===== config.mk =====
export PLATFORM = sky130hd
export DESIGN_NAME = egress_trans_flat
export DESIGN_NICKNAME = d
export VERILOG_FILES = /design/src/rtl/egress_trans_if.sv /design/src/rtl/egress_trans.sv /design/src/flat_wrapper.sv
export SDC_FILE = /design/constraint.sdc
export NUM_CORES = 1
export LEC_CHECK = 0
export CORE_MARGIN = 1
export CORE_UTILIZATION = 46
export DETAILED_ROUTE_END_ITERATION = 16
export PLACE_DENSITY = 0.87
export SYNTH_ARGS = -nofsm -noshare
export SYNTH_HDL_FRONTEND = slang
export SYNTH_SLANG_ARGS = --single-unit

===== constraint.sdc =====
create_clock -name clk -period 9.3 [get_ports clk]
set_input_delay 1.86 -clock clk [delete_from_list [all_inputs] [get_ports clk]]
set_output_delay 1.86 -clock clk [all_outputs]
set_load 0.1 [all_outputs]

===== src/rtl/egress_trans_if.sv =====
// ============================================================================
// Module   : egress_trans_if
// Brief    : AXIS-style TLP stream bundle (sop/eop framing plus tlast) shared
//            by the egress input and output ports.
// Revision : 1.0  initial release
// ============================================================================
`timescale 1ns/1ps
`default_nettype none

interface egress_trans_if #(
    parameter int DATA_W = 64,
    parameter int KEEP_W = DATA_W / 8,
    parameter int USER_W = 4
);
    logic [DATA_W-1:0] tdata;
    logic [KEEP_W-1:0] tkeep;
    logic [USER_W-1:0] tuser;
    logic              tvalid;
    logic              tready;
    logic              sop;
    logic              eop;
    logic              tlast;

    modport master (
        output tdata, tkeep, tuser, tvalid, sop, eop, tlast,
        input  tready
    );

    modport slave (
        input  tdata, tkeep, tuser, tvalid, sop, eop,
        output tready
    );
endinterface

`default_nettype wire


===== src/rtl/egress_trans.sv =====
// ============================================================================
// Module   : egress_trans
// Brief    : PCIe egress translator: byte-swaps big-endian dwords to the IP
//            core's little-endian order through a 2-entry skid buffer, with
//            framing FSM and debug counters. Optional framing checker is
//            enabled by defining EGRESS_FRAME_CHECK_EN.
// Revision : 1.0  initial release
// ============================================================================
`timescale 1ns/1ps
`default_nettype none

module egress_trans #(
    parameter int DATA_W = 64,
    parameter int KEEP_W = DATA_W / 8,
    parameter int USER_W = 4
) (
    input  wire logic        clk,
    input  wire logic        rst,
    egress_trans_if.slave    s_axis_tx,
    egress_trans_if.master   m_axis_tx,
    output logic [31:0]      tx_packet_len,
    output logic [31:0]      tx_sop_cnt,
    output logic [31:0]      tx_eop_cnt,
    output logic [31:0]      tx_err_cnt
);

    localparam int         c_DWORDS = DATA_W / 32;
    localparam logic [0:0] c_S_IDLE = 1'b0;
    localparam logic [0:0] c_S_BODY = 1'b1;

    // Output register and skid register
    logic [DATA_W-1:0] r_m_data;
    logic [KEEP_W-1:0] r_m_keep;
    logic [USER_W-1:0] r_m_user;
    logic              r_m_sop;
    logic              r_m_eop;
    logic              r_m_valid;

    logic [DATA_W-1:0] r_sk_data;
    logic [KEEP_W-1:0] r_sk_keep;
    logic [USER_W-1:0] r_sk_user;
    logic              r_sk_sop;
    logic              r_sk_eop;
    logic              r_sk_valid;

    logic              r_s_ready;
    logic [0:0]        r_state;
    logic [31:0]       r_beat_cnt;
    logic [31:0]       r_pkt_len;
    logic [31:0]       r_sop_cnt;
    logic [31:0]       r_eop_cnt;

    logic [DATA_W-1:0] w_swap;
    logic              w_in_hs;
    logic              w_drop;
    logic              w_fwd;
    logic              w_out_free;
    logic              w_sk_valid_nxt;
    logic [31:0]       w_beat_nxt;

    generate
        for (genvar gi = 0; gi < c_DWORDS; gi++) begin : g_swap
            assign w_swap[gi*32 +: 32] = {s_axis_tx.tdata[gi*32 +  0 +: 8],
                                          s_axis_tx.tdata[gi*32 +  8 +: 8],
                                          s_axis_tx.tdata[gi*32 + 16 +: 8],
                                          s_axis_tx.tdata[gi*32 + 24 +: 8]};
        end
    endgenerate

    assign w_in_hs    = s_axis_tx.tvalid & r_s_ready;
    assign w_fwd      = w_in_hs & ~w_drop;
    assign w_out_free = ~r_m_valid | m_axis_tx.tready;
    assign w_beat_nxt = s_axis_tx.sop ? 32'd1 : r_beat_cnt + 32'd1;

`ifdef EGRESS_FRAME_CHECK_EN
    logic        w_restart;
    logic [31:0] r_err_cnt;

    // A beat with no sop outside a packet has no header to belong to: drop it.
    assign w_drop    = (r_state == c_S_IDLE) & ~s_axis_tx.sop;
    assign w_restart = (r_state == c_S_BODY) &  s_axis_tx.sop;

    always_ff @(posedge clk or posedge rst) begin
        if (rst) begin
            r_err_cnt <= 32'd0;
        end else if (w_in_hs & (w_drop | w_restart)) begin
            r_err_cnt <= r_err_cnt + 32'd1;
        end
    end

    assign tx_err_cnt = r_err_cnt;
`else
    assign w_drop     = 1'b0;
    assign tx_err_cnt = 32'd0;
`endif

    // Skid fills only when the output is held; it always empties on the next pop.
    always_comb begin
        w_sk_valid_nxt = r_sk_valid;
        if (w_out_free) begin
            w_sk_valid_nxt = 1'b0;
        end else if (w_fwd) begin
            w_sk_valid_nxt = 1'b1;
        end
    end

    always_ff @(posedge clk or posedge rst) begin
        if (rst) begin
            r_m_data   <= '0;
            r_m_keep   <= '0;
            r_m_user   <= '0;
            r_m_sop    <= 1'b0;
            r_m_eop    <= 1'b0;
            r_m_valid  <= 1'b0;
            r_sk_data  <= '0;
            r_sk_keep  <= '0;
            r_sk_user  <= '0;
            r_sk_sop   <= 1'b0;
            r_sk_eop   <= 1'b0;
            r_sk_valid <= 1'b0;
            r_s_ready  <= 1'b0;
        end else begin
            if (w_out_free) begin
                if (r_sk_valid) begin
                    r_m_data  <= r_sk_data;
                    r_m_keep  <= r_sk_keep;
                    r_m_user  <= r_sk_user;
                    r_m_sop   <= r_sk_sop;
                    r_m_eop   <= r_sk_eop;
                    r_m_valid <= 1'b1;
                end else if (w_fwd) begin
                    r_m_data  <= w_swap;
                    r_m_keep  <= s_axis_tx.tkeep;
                    r_m_user  <= s_axis_tx.tuser;
                    r_m_sop   <= s_axis_tx.sop;
                    r_m_eop   <= s_axis_tx.eop;
                    r_m_valid <= 1'b1;
                end else begin
                    r_m_valid <= 1'b0;
                end
            end else if (w_fwd) begin
                r_sk_data <= w_swap;
                r_sk_keep <= s_axis_tx.tkeep;
                r_sk_user <= s_axis_tx.tuser;
                r_sk_sop  <= s_axis_tx.sop;
                r_sk_eop  <= s_axis_tx.eop;
            end
            r_sk_valid <= w_sk_valid_nxt;
            r_s_ready  <= ~w_sk_valid_nxt;
        end
    end

    always_ff @(posedge clk or posedge rst) begin
        if (rst) begin
            r_state    <= c_S_IDLE;
            r_beat_cnt <= 32'd0;
            r_pkt_len  <= 32'd0;
            r_sop_cnt  <= 32'd0;
            r_eop_cnt  <= 32'd0;
        end else if (w_in_hs) begin
            r_sop_cnt <= r_sop_cnt + {31'd0, s_axis_tx.sop};
            r_eop_cnt <= r_eop_cnt + {31'd0, s_axis_tx.eop};
            if (!w_drop) begin
                r_beat_cnt <= w_beat_nxt;
                if (s_axis_tx.eop) begin
                    r_pkt_len <= w_beat_nxt;
                    r_state   <= c_S_IDLE;
                end else if (s_axis_tx.sop) begin
                    r_state   <= c_S_BODY;
                end
            end
        end
    end

    assign s_axis_tx.tready = r_s_ready;
    assign m_axis_tx.tdata  = r_m_data;
    assign m_axis_tx.tkeep  = r_m_keep;
    assign m_axis_tx.tuser  = r_m_user;
    assign m_axis_tx.tvalid = r_m_valid;
    assign m_axis_tx.sop    = r_m_sop;
    assign m_axis_tx.eop    = r_m_eop;
    assign m_axis_tx.tlast  = r_m_eop;

    assign tx_packet_len = r_pkt_len;
    assign tx_sop_cnt    = r_sop_cnt;
    assign tx_eop_cnt    = r_eop_cnt;

endmodule

`default_nettype wire


===== src/flat_wrapper.sv =====
// flat-port wrapper written by rule: the top's interface ports become plain ports
module egress_trans_flat 
#(
    parameter int DATA_W = 64,
    parameter int KEEP_W = DATA_W / 8,
    parameter int USER_W = 4
)
  (clk, rst, tx_packet_len, tx_sop_cnt, tx_eop_cnt, tx_err_cnt, s_axis_tx_tdata, s_axis_tx_tkeep, s_axis_tx_tuser, s_axis_tx_tvalid, s_axis_tx_sop, s_axis_tx_eop, s_axis_tx_tready, m_axis_tx_tdata, m_axis_tx_tkeep, m_axis_tx_tuser, m_axis_tx_tvalid, m_axis_tx_sop, m_axis_tx_eop, m_axis_tx_tlast, m_axis_tx_tready);
  egress_trans_if #(.DATA_W(DATA_W), .KEEP_W(KEEP_W), .USER_W(USER_W)) s_axis_tx_i ();
  egress_trans_if #(.DATA_W(DATA_W), .KEEP_W(KEEP_W), .USER_W(USER_W)) m_axis_tx_i ();
  input  wire logic clk;
  input  wire logic rst;
  output logic [31:0] tx_packet_len;
  output logic [31:0] tx_sop_cnt;
  output logic [31:0] tx_eop_cnt;
  output logic [31:0] tx_err_cnt;
  input wire logic [$bits(s_axis_tx_i.tdata)-1:0] s_axis_tx_tdata;
  input wire logic [$bits(s_axis_tx_i.tkeep)-1:0] s_axis_tx_tkeep;
  input wire logic [$bits(s_axis_tx_i.tuser)-1:0] s_axis_tx_tuser;
  input wire logic [$bits(s_axis_tx_i.tvalid)-1:0] s_axis_tx_tvalid;
  input wire logic [$bits(s_axis_tx_i.sop)-1:0] s_axis_tx_sop;
  input wire logic [$bits(s_axis_tx_i.eop)-1:0] s_axis_tx_eop;
  output wire logic [$bits(s_axis_tx_i.tready)-1:0] s_axis_tx_tready;
  output wire logic [$bits(m_axis_tx_i.tdata)-1:0] m_axis_tx_tdata;
  output wire logic [$bits(m_axis_tx_i.tkeep)-1:0] m_axis_tx_tkeep;
  output wire logic [$bits(m_axis_tx_i.tuser)-1:0] m_axis_tx_tuser;
  output wire logic [$bits(m_axis_tx_i.tvalid)-1:0] m_axis_tx_tvalid;
  output wire logic [$bits(m_axis_tx_i.sop)-1:0] m_axis_tx_sop;
  output wire logic [$bits(m_axis_tx_i.eop)-1:0] m_axis_tx_eop;
  output wire logic [$bits(m_axis_tx_i.tlast)-1:0] m_axis_tx_tlast;
  input wire logic [$bits(m_axis_tx_i.tready)-1:0] m_axis_tx_tready;
  assign s_axis_tx_i.tdata = s_axis_tx_tdata;
  assign s_axis_tx_i.tkeep = s_axis_tx_tkeep;
  assign s_axis_tx_i.tuser = s_axis_tx_tuser;
  assign s_axis_tx_i.tvalid = s_axis_tx_tvalid;
  assign s_axis_tx_i.sop = s_axis_tx_sop;
  assign s_axis_tx_i.eop = s_axis_tx_eop;
  assign s_axis_tx_tready = s_axis_tx_i.tready;
  assign m_axis_tx_tdata = m_axis_tx_i.tdata;
  assign m_axis_tx_tkeep = m_axis_tx_i.tkeep;
  assign m_axis_tx_tuser = m_axis_tx_i.tuser;
  assign m_axis_tx_tvalid = m_axis_tx_i.tvalid;
  assign m_axis_tx_sop = m_axis_tx_i.sop;
  assign m_axis_tx_eop = m_axis_tx_i.eop;
  assign m_axis_tx_tlast = m_axis_tx_i.tlast;
  assign m_axis_tx_i.tready = m_axis_tx_tready;
  egress_trans #(.DATA_W(DATA_W), .KEEP_W(KEEP_W), .USER_W(USER_W)) u_core (.clk(clk), .rst(rst), .s_axis_tx(s_axis_tx_i), .m_axis_tx(m_axis_tx_i), .tx_packet_len(tx_packet_len), .tx_sop_cnt(tx_sop_cnt), .tx_eop_cnt(tx_eop_cnt), .tx_err_cnt(tx_err_cnt));
endmodule

==> results of run 1 <==
[power by group through the flow]
stage,combinational [W],sequential (W),clock (W)
global route,0.00172,0.00165,0.00127
global placement,0.00163,0.00163,0
floorplan,0.000417,0.00247,0
CTS,0.00166,0.00163,0.00122
detailed placement,0.00166,0.00164,0
finish,0.00165,0.00163,0.00119
[area by class of cell]
type	instances	area, sq um	area share, %
sequential	287	7190	43.1
multi-input combinational	795	5350	32.1
timing repair buffer	268	2660	15.9
clock buffer	49	933	5.60
tap	372	465	2.79
clock inverter	7	62.6	0.375
inverter	5	22.5	0.135
antenna	1	2.50	0.0150
[registers in the layout, summed over array words and instances, names as in the netlist, 4 cells and up]
| register | count |
|---|---|
| u_core.m_axis_tx.tdata | 64 |
| u_core.m_axis_tx.tkeep | 8 |
| u_core.m_axis_tx.tuser | 4 |
| u_core.r_beat_cnt | 32 |
| u_core.r_sk_data | 64 |
| u_core.r_sk_keep | 8 |
| u_core.r_sk_user | 4 |
| u_core.tx_eop_cnt | 32 |
| u_core.tx_packet_len | 32 |
| u_core.tx_sop_cnt | 32 |
[critical path, delay by kind of cell]
kind                   cells  cell delay (ps)
buffers and inverters      2             1560
AO/OA/AOI/OAI              1              190
AND/OR/NAND/NOR            4             1570
[placed cells by master (no fill, tap or decap), types with 2 or more instances in the layout]
cell / n
inv_1: 4
or2_2: 3
xor2_1: 32
nor4_1: 3
nor4_2: 4
xnor2_1: 57
nand3_1: 28
nor2_1: 125
and4_1: 6
ha_1: 6
a22o_1: 18
dfrtp_1: 286
o31ai_1: 11
clkdlybuf4s50_1: 258
clkinvlp_4: 2
nor2b_1: 5
a21oi_1: 82
nand4_1: 26
and3_1: 18
clkinv_2: 5
clkbuf_1: 9
nor3_1: 13
mux2i_1: 103
o21ai_0: 31
clkbuf_16: 31
nand2_1: 93
mux2_2: 79
buf_4: 10
conb_1: 32
clkbuf_8: 9
and2_1: 5
nand2b_1: 3
[cells by family (layout without fill, tap and decap cells)]
family,count (synthesis),after routing,synth area share [%]
muxes,182,182,14.9
xor gates and xnor gates,89,89,6.03
adders and majority gates,6,6,0.581
AOI/OAI and AO/OA,144,144,6.33
DFF,287,287,55.6
other,1,33,0.0290
buffers and inverters,101,329,4.00
and+or+nand+nor,342,342,12.6
[metal layers]
metal  wire (um)  up-vias  part of all wire (%)
met5          13        -                 0.042
met4        1190        2                   3.9
met3        2120       68                   6.9
met2       14700      274                    48
met1       12600     4592                    41
li1            -     4377                     -
[per-stage QoR]
| step | cells | setup slack (ps) | total power [W] | hold slack (ps) |
|---|---|---|---|---|
| 2_1_floorplan | 1183 | 3630 | 0.00289 | 479 |
| 3_3_place_gp | 1727 | 4190 | 0.00326 | 457 |
| 4_1_cts | 1783 | 4560 | 0.00451 | 469 |
| 5_1_grt | 1783 | 4200 | 0.00464 | 509 |
| 3_5_place_dp | 1727 | 3990 | 0.00330 | 458 |
| 6_report | 1784 | 4510 | 0.00447 | 470 |
[worst max-delay path by stage]
stage,start,end,slack (ps),depth (start not counted)
3_3_place_gp,s_axis_tx_tvalid,u_core.m_axis_tx.tdata[43],4190,6
6_report,s_axis_tx_tvalid,u_core.m_axis_tx.tdata[32],4510,7
3_5_place_dp,s_axis_tx_tvalid,u_core.m_axis_tx.tkeep[2],3990,7
5_1_grt,s_axis_tx_tvalid,u_core.m_axis_tx.tdata[32],4200,7
2_1_floorplan,rst,u_core.m_axis_tx.eop,3630,1
4_1_cts,s_axis_tx_tvalid,u_core.m_axis_tx.tkeep[6],4560,7
==> out/metrics.csv, run 1 <==
metric;value;unit
Tightest Pin Transition;1160;ps
M2 GR Usage;35.6;%
EDFF count, synth;0;
kind of start point of the critical path;input pin;
CTS tree;yes;
Syn Std Cell Area;12900;sq um
clock sink total;287;
Hold Crit Start;u_core.tx_sop_cnt[31];
Net Sw Frac;42.0;%
Comb pwr share;37.0;%
Rows;60;
clock-pin slew on the worst setup and hold paths;60;ps
Filler cells;2071;
MaxCap Viol Count;0;
pin count of the biggest net entering global routing;113;
fin area;16700;sq um
Overflow after GRT;0;
post-CTS setup buffer count;0;
final setup violation count;0;
WP data arrival;5240;ps
Max Root-Sink Buffers;3;
CTS Hold Bufs;0;
VDD IR-drop max;201;uV
most used cell, CP;nor2_1;
die area;28800;sq um
Min-Delay Path Depth;1;
Starting DRT DRC Count;529;
via/cell ratio;5.22;
Tcrit/Tclk final;51.5;%
RSZ-0062 raised after global routing;no;
met1 GRT Util;25.8;%
leading area contributor after synthesis;dfrtp_1;
Max stage delay cell, worst path;buf_4;
register area share after synthesis;55.6;%
CTS root buf;clkbuf_16;
PostCTS Resize Cnt;0;
layout cells sized above 1;10.8;%
setup TNS;0;ps
Clock power frac;26.6;%
post-detail-place hpwl;20.3;mm
nets;1475;
Area Growth Syn to Fin;29.1;%
reg2reg path depth;6;
DP Area;15700;sq um
sequential power share;36.4;%
Leak;7.21;nW
Initial Util;47.4;%
Rel. slew slack;22.4;%
Die H;170;um
synthesized flop and latch total;287;
Die Span X;170;um
reg2reg start;u_core.s_axis_tx.tready;
Ys Warns;0;
Vias;9313;
RR Endpoint;u_core.m_axis_tx.tdata[32];
routability-driven placement congestion ratio;0.800;
Final Slew Violations;0;
ANT nets after route;0;
WL per Instance;17.2;um
most frequent cells after synthesis;dfrtp_1, nor2_1, mux2i_1, nand2_1, a21oi_1;
final core occ;61.2;%
most used routing layer;met2;
Req. time, crit path;9760;ps
first-pass GRT wire length;49.0;mm
Critical Path Max Stage Delay;980;ps
Synth Flop Type;dfrtp_1;
unique cell type count in the Yosys netlist;39;
CP Max Fanout;112;
TritonCTS Buffers;30;
DR pass1 iterations;5;
DRC;0;
r2r setup slk;5950;ps
Net Sw Power;0.00188;W
share of the synthesized area in the top cell type;55.6;%
ys async rst share;100;%
M3 GR Usage;5.69;%
Avg Inst Size Synth;11.2;sq um
Syn Inst Count;1152;
initial antenna violation count;1;
critical path capture point type;flop;
clk_lat worst skew;540;ps
fmax;209;MHz
PortBufs;258;
Power Dens Cells;268;nW/um^2
Max H-tree Level;1;
Int Power;0.00259;W
top-count cell post-synth;dfrtp_1;
status;finished clean;
Worst Path Class, Setup;input pin to flop;
Final Hold Viols;0;
routed wire length;30.6;mm
Tmin final;4790;ps
IO Count;291;
hold endpoint;u_core.tx_sop_cnt[31];
core area;27300;sq um
Total GRT Usage;21.1;%
synth top area cells;dfrtp_1, mux2i_1, mux2_2;
clock skew;6.89;ps
number of global-route vias before repair;9526;
crit path cell chain;clkdlybuf4s50_1 -> and2_1 -> nor2_1 -> nor2_4 -> buf_4 -> nor2_1 -> a21oi_1;
Hold WC Path Type;flop to flop;
(Power assumes the default switching activity.)
==> inputs of run 2 (changes only) <==
CORE_UTILIZATION = 50   (was 46)
PLACE_DENSITY = 0.89   (was 0.87)
clock period = 5 ns   (was 9.3 ns; I/O delays follow)
==> run 2 against run 1 <==
Count of clock-buffer cells in the layout decreased by 5. Via count increased by 1.6%. Routed wire length increased by 0.12%. Cell area about the same. Critical path depth decreased by 6. Utilization increased by 4.8 points.
==> out/metrics.csv, run 2 (synthesis gave the netlist of run 1 again) <==
metric;value;unit;change
antenna diode count;0;;-1
Die Span X;163;um;-4.0%
TritonCTS Buffers;30;;unchanged
core area;25300;sq um;-7.3%
routability-driven placement congestion ratio;0.788;;-1.5%
Worst Path Class, Setup;flop to primary output;;
Max Root-Sink Buffers;3;;unchanged
non-filler cells, final;1739;;-2.5%
setup slack after layout;1740;ps;-2770 ps
MaxCap Viol Count;0;;unchanged
routed wire length;30.7;mm;+0.12%
clk_lat worst skew;550;ps;about the same
CTS tree;yes;;
post-detail-place hpwl;20.7;mm;+2.1%
Hold WC Path Type;flop to flop;;
Die H;163;um;-4.0%
final setup violation count;0;;unchanged
Overflow after GRT;0;;unchanged
most frequent cells in the layout;dfrtp_1, clkdlybuf4s50_1, nor2_1;;
PortBufs;258;;unchanged
Tcrit/Tclk final;65.2;%;
clock-pin slew on the worst setup and hold paths;60;ps;about the same
Req. time, crit path;4000;ps;-5760 ps
CP Max Fanout;6;;-95%
Critical Path Max Stage Delay;1250;ps;+270 ps
setup TNS;0;ps;unchanged
Power Dens Cells;498;nW/um^2;+86%
DR pass1 iterations;5;;unchanged
Rows;58;;-3.3%
first-pass GRT wire length;49.0;mm;about the same
Starting DRT DRC Count;685;;+29%
post-CTS setup buffer count;0;;unchanged
RSZ-0062 raised after global routing;no;;
number of global-route vias before repair;9629;;+1.1%
Max H-tree Level;1;;unchanged
Area Growth Syn to Fin;29.1;%;about the same
crit path cell chain;clkdlybuf4s50_1;;
Inst Count DP;1687;;-2.3%
WL per Instance;17.6;um;+2.7%
VDD IR-drop max;432;uV;+110%
kind of start point of the critical path;flop;;
die area;26500;sq um;-7.9%
Max stage delay cell, worst path;clkdlybuf4s50_1;;
WP buf/inv;1;;-1
IO Count;291;;unchanged
Rel. slew slack;20.8;%;-1.6 points
clock sink total;287;;unchanged
Tmin final;3260;ps;
clock skew;16.5;ps;+9.57 ps
Vias;9466;;+1.6%
nets;1477;;+0.14%
status;finished clean;;
WHS;480;ps;+10.1 ps
WP data arrival;2260;ps;-2980 ps
layout cells sized above 1;11.0;%;+0.16 points
final core occ;66.0;%;+4.8 points
initial antenna violation count;0;;-1
Final Hold Viols;0;;unchanged
Total GRT Usage;22.9;%;+1.8 points
critical path capture point type;primary output;;
via/cell ratio;5.44;;+4.3%
Final Slew Violations;0;;unchanged
pin count of the biggest net entering global routing;123;;+8.8%
Tightest Pin Transition;1180;ps;+19.4 ps
ANT nets after route;0;;unchanged
fmax;307;MHz;
PostCTS Resize Cnt;0;;unchanged
dpl ws;1610;ps;-2380 ps
commonest non-fill, non-tap cell in the layout;dfrtp_1;;
Initial Util;51.1;%;+3.7 points
CTS Hold Bufs;0;;unchanged
cell family with most CP delay;buffers and inverters;;
CTS root buf;clkbuf_16;;
DRC;0;;unchanged
Leak;7.23;nW;+0.30%
[run 2: layout make-up]
type | count | area, sq um
Inverter | 5 | 22.5
Clock inverter | 8 | 83.8
Sequential cell | 287 | 7190
Clock buffer | 44 | 893
Timing Repair Buffer | 270 | 2720
Fill cell | 1844 | 8580
Multi-Input combinational cell | 795 | 5350
Tap cell | 330 | 413
[run 2: power by group]
| part | internal (W) | switching (W) |
|---|---|---|
| Clock | 0.00128 | 0.000900 |
| Sequential | 0.00274 | 0.000297 |
| Combinational | 0.000774 | 0.00230 |
| Total | 0.00480 | 0.00350 |
[run 2: through the flow]
stage	instance area [sq um]	total power (W)
finish	16700	0.00830
global route	16700	0.00862
CTS	16700	0.00835
detailed placement	15700	0.00615
global placement	15700	0.00607
floorplan	13000	0.00538
[run 2: worst paths after layout]
path,startpoint,endpoint,slack (ps),cells after the start
min,u_core.tx_packet_len[5],u_core.tx_packet_len[5],480,2
max in group asynchronous,rst,u_core.m_axis_tx.tkeep[3],2980,3
min in group asynchronous,rst,u_core.tx_sop_cnt[25],940,2
min reg2reg,u_core.tx_packet_len[5],u_core.tx_packet_len[5],480,2
max reg2reg,u_core.r_sk_valid,u_core.m_axis_tx.tdata[57],2660,5
max,u_core.tx_eop_cnt[2],tx_eop_cnt[2],1740,1
[run 2: routing by layer]
metal  global-route usage [%]  wire [um]
met5                        0          0
met2                     39.3      15400
met3                     4.28       1830
met1                     28.5      12600
met4                     8.75        879
==> inputs of run 3 (changes only) <==
clock period = 3.4 ns   (was 5 ns; I/O delays follow)
==> run 3 against run 2 <==
First-iteration DRC count down 26%. Global-route usage down 0.19 points. Flip-flop and latch count unchanged. Non-clock buffer count up 14. Critical endpoint is now tx_sop_cnt[31]. Combinational power up 45%. Utilization down 0.24 points. Largest power group unchanged.
==> out/metrics.csv, run 3 (synthesis gave the netlist of run 1 again) <==
metric;value;unit;change
Hold Crit Start;u_core.tx_packet_len[2];;
post-detail-place hpwl;20.9;mm;+0.87%
Final Hold Viols;0;;unchanged
met1 GRT Util;28.4;%;-0.16 points
Clock power frac;28.5;%;+2.2 points
RSZ-0062 raised after global routing;no;;
Die Span X;163;um;unchanged
pin count of the biggest net entering global routing;99;;-20%
post-CTS setup buffer count;0;;unchanged
Min-Delay Path Depth;2;;unchanged
reg2reg start;u_core.r_beat_cnt[4];;
kind of start point of the critical path;flop;;
final setup violation count;0;;unchanged
RR Endpoint;u_core.tx_packet_len[19];;
crit path cell chain;clkdlybuf4s50_1;;
Comb pwr share;35.9;%;-1.2 points
DRC;0;;unchanged
setup TNS;0;ps;unchanged
Final Slew Violations;0;;unchanged
Max Root-Sink Buffers;3;;unchanged
TritonCTS Buffers;30;;unchanged
Tmin final;2760;ps;
WL per Instance;17.4;um;-1.5%
most used routing layer;met2;;
fmax;362;MHz;
Final Power;0.0125;W;+50%
routed wire length;30.5;mm;-0.51%
via/cell ratio;5.39;;-0.98%
die area;26500;sq um;unchanged
clock-pin slew on the worst setup and hold paths;60;ps;about the same
routability-driven placement congestion ratio;0.815;;+3.5%
Req. time, crit path;2720;ps;-1280 ps
r2r setup slk;1070;ps;-1590 ps
PostCTS Resize Cnt;0;;unchanged
Overflow after GRT;0;;unchanged
Max stage delay cell, worst path;clkdlybuf4s50_1;;
VDD IR-drop max;641;uV;+48%
critical path capture point type;primary output;;
clock skew;19.4;ps;+2.99 ps
antenna diode count;0;;unchanged
WHS;478;ps;-1.75 ps
DR pass1 iterations;5;;unchanged
initial antenna violation count;1;;+1
Initial Util;51.1;%;unchanged
commonest non-fill, non-tap cell in the layout;dfrtp_1;;
number of global-route vias before repair;9410;;-2.3%
Vias;9470;;+0.042%
CP Max Fanout;2;;-4
Die H;163;um;unchanged
Rows;58;;unchanged
Leak;7.55;nW;+4.4%
Inst Count DP;1701;;+0.83%
Area Growth Syn to Fin;28.6;%;
cell family with most CP delay;buffers and inverters;;
Critical Path Max Stage Delay;1160;ps;-90 ps
Hold WC Path Type;flop to flop;;
Int Power;0.00729;W;+52%
WP data arrival;2080;ps;-180 ps
nets;1491;;+0.95%
Tcrit/Tclk final;81.3;%;
Max H-tree Level;1;;unchanged
Power Dens Cells;751;nW/um^2;+51%
clk_lat worst skew;550;ps;about the same
Tightest Pin Transition;994;ps;-189 ps
CTS tree;yes;;
first-pass GRT wire length;48.3;mm;-1.4%
Starting DRT DRC Count;508;;-26%
M3 GR Usage;5.09;%;+0.81 points
core area;25300;sq um;unchanged
Net Sw Power;0.00518;W;+48%
IO Count;291;;unchanged
ANT nets after route;0;;unchanged
reg2reg path depth;5;;unchanged
M2 GR Usage;39.0;%;-0.27 points
final core occ;65.8;%;-0.24 points
non-filler cells, final;1757;;+1.0%
status;finished clean;;
Worst Path Class, Setup;flop to primary output;;
clock sink total;287;;unchanged
CTS root buf;clkbuf_16;;
Rel. slew slack;33.5;%;+13 points
Total GRT Usage;22.7;%;-0.19 points
MaxCap Viol Count;0;;unchanged
CTS Hold Bufs;0;;unchanged
most frequent cells in the layout;dfrtp_1, buf_4, clkdlybuf4s50_1;;
WP buf/inv;1;;unchanged
sequential power share;35.7;%;-0.9 points
Net Sw Frac;41.5;%;-0.62 points
PortBufs;258;;unchanged
hold endpoint;u_core.tx_packet_len[2];;
layout cells sized above 1;20.9;%;+9.9 points
run 3: cell types whose count changed in the layout (fill, tap and decap cells not counted), moves of 3 or more:
cell and delta:
buf_12 +3, bufinv_16 +4, buf_4 +136, clkbuf_8 -3
clkdlybuf4s50_1 -125
run 3: final cells by class:
class,instances,area (sq um)
inverters,5,22.5
fillers,1850,8640
well taps,330,413
clock inverters,14,209
flip-flops and latches,287,7190
repair buffers,284,2550
clock buffers,42,877
multi-input cells,795,5350
run 3: routing by layer:
layer | routed length (um) | share of wire [%] | vias to the layer above
met4 | 753 | 2.5 | 2
met5 | 12 | 0.039 | -
met1 | 12300 | 40 | 4697
met2 | 15400 | 50 | 284
li1 | - | - | 4422
met3 | 2090 | 6.9 | 65
run 3: worst max-delay path by stage:
| stage | cells past startpoint | slack [ps] | start | end |
|---|---|---|---|---|
| finish | 1 | 640 | u_core.tx_sop_cnt[31] | tx_sop_cnt[31] |
| global route | 1 | 590 | u_core.tx_sop_cnt[31] | tx_sop_cnt[31] |
| CTS | 1 | 620 | u_core.tx_packet_len[1] | tx_packet_len[1] |
| detailed placement | 7 | 450 | s_axis_tx_sop | u_core.tx_sop_cnt[27] |
| global placement | 8 | 510 | s_axis_tx_eop | u_core.tx_eop_cnt[24] |
| floorplan | 1 | -1090 | rst | u_core.m_axis_tx.eop |
run 3: power by group through the flow:
stage	combinational (W)	clock, W	sequential [W]
2_1_floorplan	0.00114	0	0.00677
3_3_place_gp	0.00442	0	0.00445
3_5_place_dp	0.00449	0	0.00449
4_1_cts	0.00451	0.00362	0.00445
5_1_grt	0.00466	0.00375	0.00453
6_report	0.00448	0.00355	0.00445
run 3: through the flow:
| stage | area [sq um] | setup WS, ps |
|---|---|---|
| global route | 16600 | 593 |
| detailed placement | 15500 | 446 |
| finish | 16600 | 636 |
| CTS | 16600 | 616 |
| floorplan | 13000 | -1090 |
| global placement | 15500 | 515 |
